`src/rtl/divider_32bit_seq.sv`:
```
// Unsigned restoring divider, one quotient bit per clock; done WIDTH+1 cycles after an accepted start (1 for divisor == 0).
// No backpressure: start is taken only in IDLE/DONE and ignored while busy; results hold until the next accepted start.
module divider_32bit_seq #(
    parameter int WIDTH = 32,
    parameter int CNT_W = 6
) (
    input  logic             clk,
    input  logic             reset,
    input  logic             start,
    input  logic [WIDTH-1:0] dividend,
    input  logic [WIDTH-1:0] divisor,
    output logic             busy,
    output logic             done,
    output logic [WIDTH-1:0] quotient,
    output logic [WIDTH-1:0] remainder,
    output logic             divByZero
);

    typedef enum logic [1:0] {
        S_IDLE = 2'd0,
        S_RUN  = 2'd1,
        S_DONE = 2'd2
    } state_t;

    state_t             state_q, state_d;
    logic [CNT_W-1:0]   cnt_q, cnt_d;
    logic [WIDTH-1:0]   dvs_q, dvs_d;
    logic [WIDTH-1:0]   q_q, q_d;
    // The kept remainder is always below the divisor, so WIDTH bits hold it;
    // only the shifted trial operand needs the extra bit.
    logic [WIDTH-1:0]   r_q, r_d;
    logic [WIDTH-1:0]   quot_q, quot_d;
    logic [WIDTH-1:0]   rem_q, rem_d;
    logic               dbz_q, dbz_d;

    logic [WIDTH:0]     r_shift;
    logic [WIDTH-1:0]   t_sum;
    logic               add_cout;

    // Ripple-carry add over WIDTH+1 bits; only the low WIDTH sum bits and the carry are needed.
    function automatic logic [WIDTH:0] ripple_add(input logic [WIDTH:0] a,
                                                  input logic [WIDTH:0] b,
                                                  input logic           cin);
        logic             c;
        logic [WIDTH-1:0] s;
        c = cin;
        s = '0;
        for (int i = 0; i < WIDTH; i++) begin
            s[i] = a[i] ^ b[i] ^ c;
            c    = (a[i] & b[i]) | (c & (a[i] ^ b[i]));
        end
        c = (a[WIDTH] & b[WIDTH]) | (c & (a[WIDTH] ^ b[WIDTH]));
        return {c, s};
    endfunction

    always_comb begin
        state_d = state_q;
        cnt_d   = cnt_q;
        dvs_d   = dvs_q;
        q_d     = q_q;
        r_d     = r_q;
        quot_d  = quot_q;
        rem_d   = rem_q;
        dbz_d   = dbz_q;

        r_shift           = {r_q, q_q[WIDTH-1]};
        {add_cout, t_sum} = ripple_add(r_shift, ~{1'b0, dvs_q}, 1'b1);

        case (state_q)
            S_IDLE, S_DONE: begin
                if (start) begin
                    dvs_d  = divisor;
                    q_d    = dividend;
                    r_d    = '0;
                    cnt_d  = CNT_W'(WIDTH);
                    quot_d = '0;
                    rem_d  = '0;
                    dbz_d  = 1'b0;
                    if (divisor == '0) begin
                        state_d = S_DONE;
                        quot_d  = '1;
                        rem_d   = dividend;
                        dbz_d   = 1'b1;
                    end else begin
                        state_d = S_RUN;
                    end
                end else begin
                    state_d = S_IDLE;
                end
            end
            S_RUN: begin
                // carry out set means no borrow: the trial subtraction fits
                r_d   = add_cout ? t_sum : r_shift[WIDTH-1:0];
                q_d   = {q_q[WIDTH-2:0], add_cout};
                cnt_d = cnt_q - CNT_W'(1);
                if (cnt_q == CNT_W'(1)) begin
                    state_d = S_DONE;
                    quot_d  = q_d;
                    rem_d   = r_d;
                end
            end
            default: state_d = S_IDLE;
        endcase
    end

    always_ff @(posedge clk or posedge reset) begin
        if (reset) begin
            state_q <= S_IDLE;
            cnt_q   <= '0;
            dvs_q   <= '0;
            q_q     <= '0;
            r_q     <= '0;
            quot_q  <= '0;
            rem_q   <= '0;
            dbz_q   <= 1'b0;
        end else begin
            state_q <= state_d;
            cnt_q   <= cnt_d;
            dvs_q   <= dvs_d;
            q_q     <= q_d;
            r_q     <= r_d;
            quot_q  <= quot_d;
            rem_q   <= rem_d;
            dbz_q   <= dbz_d;
        end
    end

    assign busy      = (state_q == S_RUN);
    assign done      = (state_q == S_DONE);
    assign quotient  = quot_q;
    assign remainder = rem_q;
    assign divByZero = dbz_q;

endmodule

```
`config.mk`:
```
export PLATFORM = sky130hd
export DESIGN_NAME = divider_32bit_seq
export DESIGN_NICKNAME = d
export VERILOG_FILES = /design/src/rtl/divider_32bit_seq.sv
export SDC_FILE = /design/constraint.sdc
export NUM_CORES = 1
export LEC_CHECK = 0
export CAP_MARGIN = 20
export CORE_UTILIZATION = 40
export DETAILED_ROUTE_END_ITERATION = 7
export GPL_TIMING_DRIVEN = 0
export SYNTH_ARGS = -nofsm -noshare
export SYNTH_HDL_FRONTEND = slang
export SYNTH_SLANG_ARGS = --single-unit
```
`constraint.sdc`:
```
create_clock -name clk -period 15.3 [get_ports clk]
set_input_delay 3.825 -clock clk [delete_from_list [all_inputs] [get_ports clk]]
set_output_delay 3.825 -clock clk [all_outputs]
set_load 0.1 [all_outputs]
```
==> reports/qor.txt <==
Status: completed
Worst setup SP type: register
Vias in the first global route: 6512
Initial antenna violation count: 0
Setup bufs post-CTS: 0
Overflow left after global routing: 0
Fin crit share: 89.94%
Worst-Skew Late Latency: 0.43 ns
DR DRC count: 0
Placed cell areas: 10030 um^2
Crit end category: register
Pre-Repair DR Iteration Count: 4
Die Wd: 146.3 um
Synthesized Nets: 905
Clk slew on worst S/H paths: 0.07 ns
Asr flop ratio synth: 100.0%
Slew Limit Fails: 0
Final setup margin: 1.540 ns
CP most frequent cell: fa_1
Area Growth Syn to Fin: 27.82%
Syn Std Cell Area: 8325 um^2
Fin area: 10640 um^2
Final Critical Period: 13.76 ns
Final wirelength: 21920 um
Slew headroom: 31.57%
Library cells used by synthesis: 44
Critical path class: register to register
Clock Sink Count: 169
FMAX: 72.67 MHz
Row cnt: 52
Number of max-cap violations: 0
Setup Skew: 0.007927 ns
Placer Congestion: 0.8045
I/O Buffers: 133
Dpl ws: 1.618 ns
CTS Hold Bufs: 0
RSZ-0062 raised after global routing: no
Worst Tran Pin Value: 1.023 ns
# H-tree levels: 4
Inserted Diodes: 0
#FFs+latches synth: 169
Worst hold path class: register to register
Die Ht: 146.3 um
TritonCTS Buffers: 17
CTS resizes: 0
Vias/cell: 5.186
Final Hold Fails: 0
Core Area: 20300 um^2
CTS Buffer Depth: 2
Nets: 1058
# fillers: 1870
EDFF count, synth: 0
TNS Setup: 0 ns
DR vias: 6431
# IOs: 134
Synth Flop Type: dfrtp_1
Worst path max stage delay: 0.42 ns
Seq/Total Area, Yosys: 50.80%
Syn_area_per_cell: 10.36 um^2
Synth warn: 0
Hpwl dp: 16580 um
Antenna Nets Post-Route: 0
Die area: 21390 um^2
First-pass GRT wire length: 35380 um
Post-DR wirelength/cell: 17.68 um
Share of cells above drive strength 1: 10.41%
Largest net degree at the start of global routing: 127
Data arrival, critical path: 14.07 ns
Gate Count Post-Synth: 804
CTS tree: yes
Starting Density: 41.01%
Initial drt markers: 311
CP max FO: 10
Slowest stage cell on the critical path: fa_1
Critical Path RT: 15.61 ns
Clk root buf: clkbuf_16
All-Layer GR Usage: 21.62%
# setup viols final: 0
[worst max-delay path: cells and delay by family (launching register included)]
family          cells  cell delay, ns
fa+ha+maj          32           12.07
compound gates      2            0.37
flops               1            0.36
simple gates        1            0.11
mux                 1            0.27
buf+inv             4            0.45
[worst paths after layout]
check,slack (ns),start,cells after the start,endpoint
hold / removal,0.48,cnt_q[5],1,cnt_q[5]
max in group asynchronous,10.56,reset,3,remainder[15]
hold reg to reg,0.48,cnt_q[5],1,cnt_q[5]
setup / recovery,1.54,q_q[31],40,remainder[1]
min in group asynchronous,3.78,reset,2,quotient[4]
setup reg to reg,1.54,q_q[31],40,remainder[1]
[stage by stage]
| step | std cells | hold WS (ns) | util, % |
|---|---|---|---|
| 3_3_place_gp | 1207 | 0.4681 | 49.24 |
| 2_1_floorplan | 804 | 0.4468 | - |
| 3_5_place_dp | 1208 | 0.4750 | 49.41 |
| 4_1_cts | 1240 | 0.4830 | 52.42 |
| 6_report | 1240 | 0.4822 | 52.42 |
| 5_1_grt | 1240 | 0.4957 | 52.42 |
[cell type report]
cell class	instances	area, um^2	share of cell area (%)
well taps	270	337.8	3.175
clock buffers	23	498.0	4.680
repair buffers	134	1359	12.77
multi-input cells	538	3567	33.52
plain buffers	59	386.6	3.633
inverters	38	150.1	1.411
flip-flops and latches	169	4229	39.74
clock inverters	9	113.9	1.070
[flip-flops by register name, indices dropped and copies added, names as in the netlist]
signal / count
state_q: 2
divByZero: 1
cnt_q: 6
r_q: 32
remainder: 32
dvs_q: 32
quotient: 32
q_q: 32
[routing by layer]
metal  share of wire [%]  up-vias  track usage (%)
met2                  45      132            33.05
met3                 3.4       24            3.156
met4                 1.4        0            7.240
met5                   0        -                0
li1                    -     3069                -
met1                  50     3206            31.50
[cell usage after synthesis (7+ instances only)]
master | count | area (um^2)
fa_1 | 31 | 620.6
nor2_1 | 36 | 135.1
a22o_1 | 25 | 219.0
o21ai_0 | 67 | 335.3
mux2_2 | 23 | 259.0
nand2_1 | 180 | 675.7
nand4_1 | 27 | 168.9
buf_1 | 10 | 37.54
clkbuf_1 | 20 | 75.07
inv_1 | 37 | 138.9
buf_2 | 10 | 50.05
mux2i_1 | 10 | 100.1
clkbuf_8 | 7 | 96.34
a21oi_1 | 26 | 130.1
o22a_1 | 36 | 315.3
dfrtp_1 | 169 | 4229
nand3_1 | 31 | 155.2
[cell families (layout without fill, tap and decap cells)]
| logic type | after synthesis | after routing | synth area share (%) |
|---|---|---|---|
| muxes | 33 | 33 | 4.313 |
| and+or+nand+nor | 301 | 301 | 17.09 |
| adders and majority gates | 34 | 34 | 7.905 |
| buffers and inverters | 97 | 263 | 6.357 |
| DFF | 169 | 169 | 50.80 |
| AOI/OAI and AO/OA | 170 | 170 | 13.54 |
[layout by cell type, fill, tap and decap left out, types with 2 or more instances in the layout]
cell type / synthesis / routed
nor2b_1: 2 / 2
o21ai_0: 67 / 67
nand2b_1: 2 / 2
buf_1: 10 / 10
o22a_2: 2 / 2
a22o_1: 25 / 25
a21oi_1: 26 / 26
buf_2: 10 / 10
clkinvlp_4: 0 / 6
clkbuf_8: 7 / 12
mux2_2: 23 / 23
inv_1: 37 / 36
mux2i_1: 10 / 10
clkbuf_1: 20 / 21
nand3_1: 31 / 31
nor4_4: 4 / 4
nand4_1: 27 / 27
o311ai_0: 2 / 2
buf_4: 4 / 4
bufinv_16: 0 / 2
nor2_1: 36 / 36
clkbuf_16: 0 / 17
fa_1: 31 / 31
ha_1: 3 / 3
and4_1: 2 / 2
clkdlybuf4s50_1: 0 / 133
a31oi_1: 6 / 6
o22a_1: 36 / 36
nor3_1: 6 / 6
buf_8: 2 / 2
nand2_1: 180 / 180
buf_6: 6 / 6
dfrtp_1: 169 / 169
nor4_2: 4 / 4
Power is not shown: default switching activity piles up to over one toggle a cycle in this logic, so the estimate is an artifact.
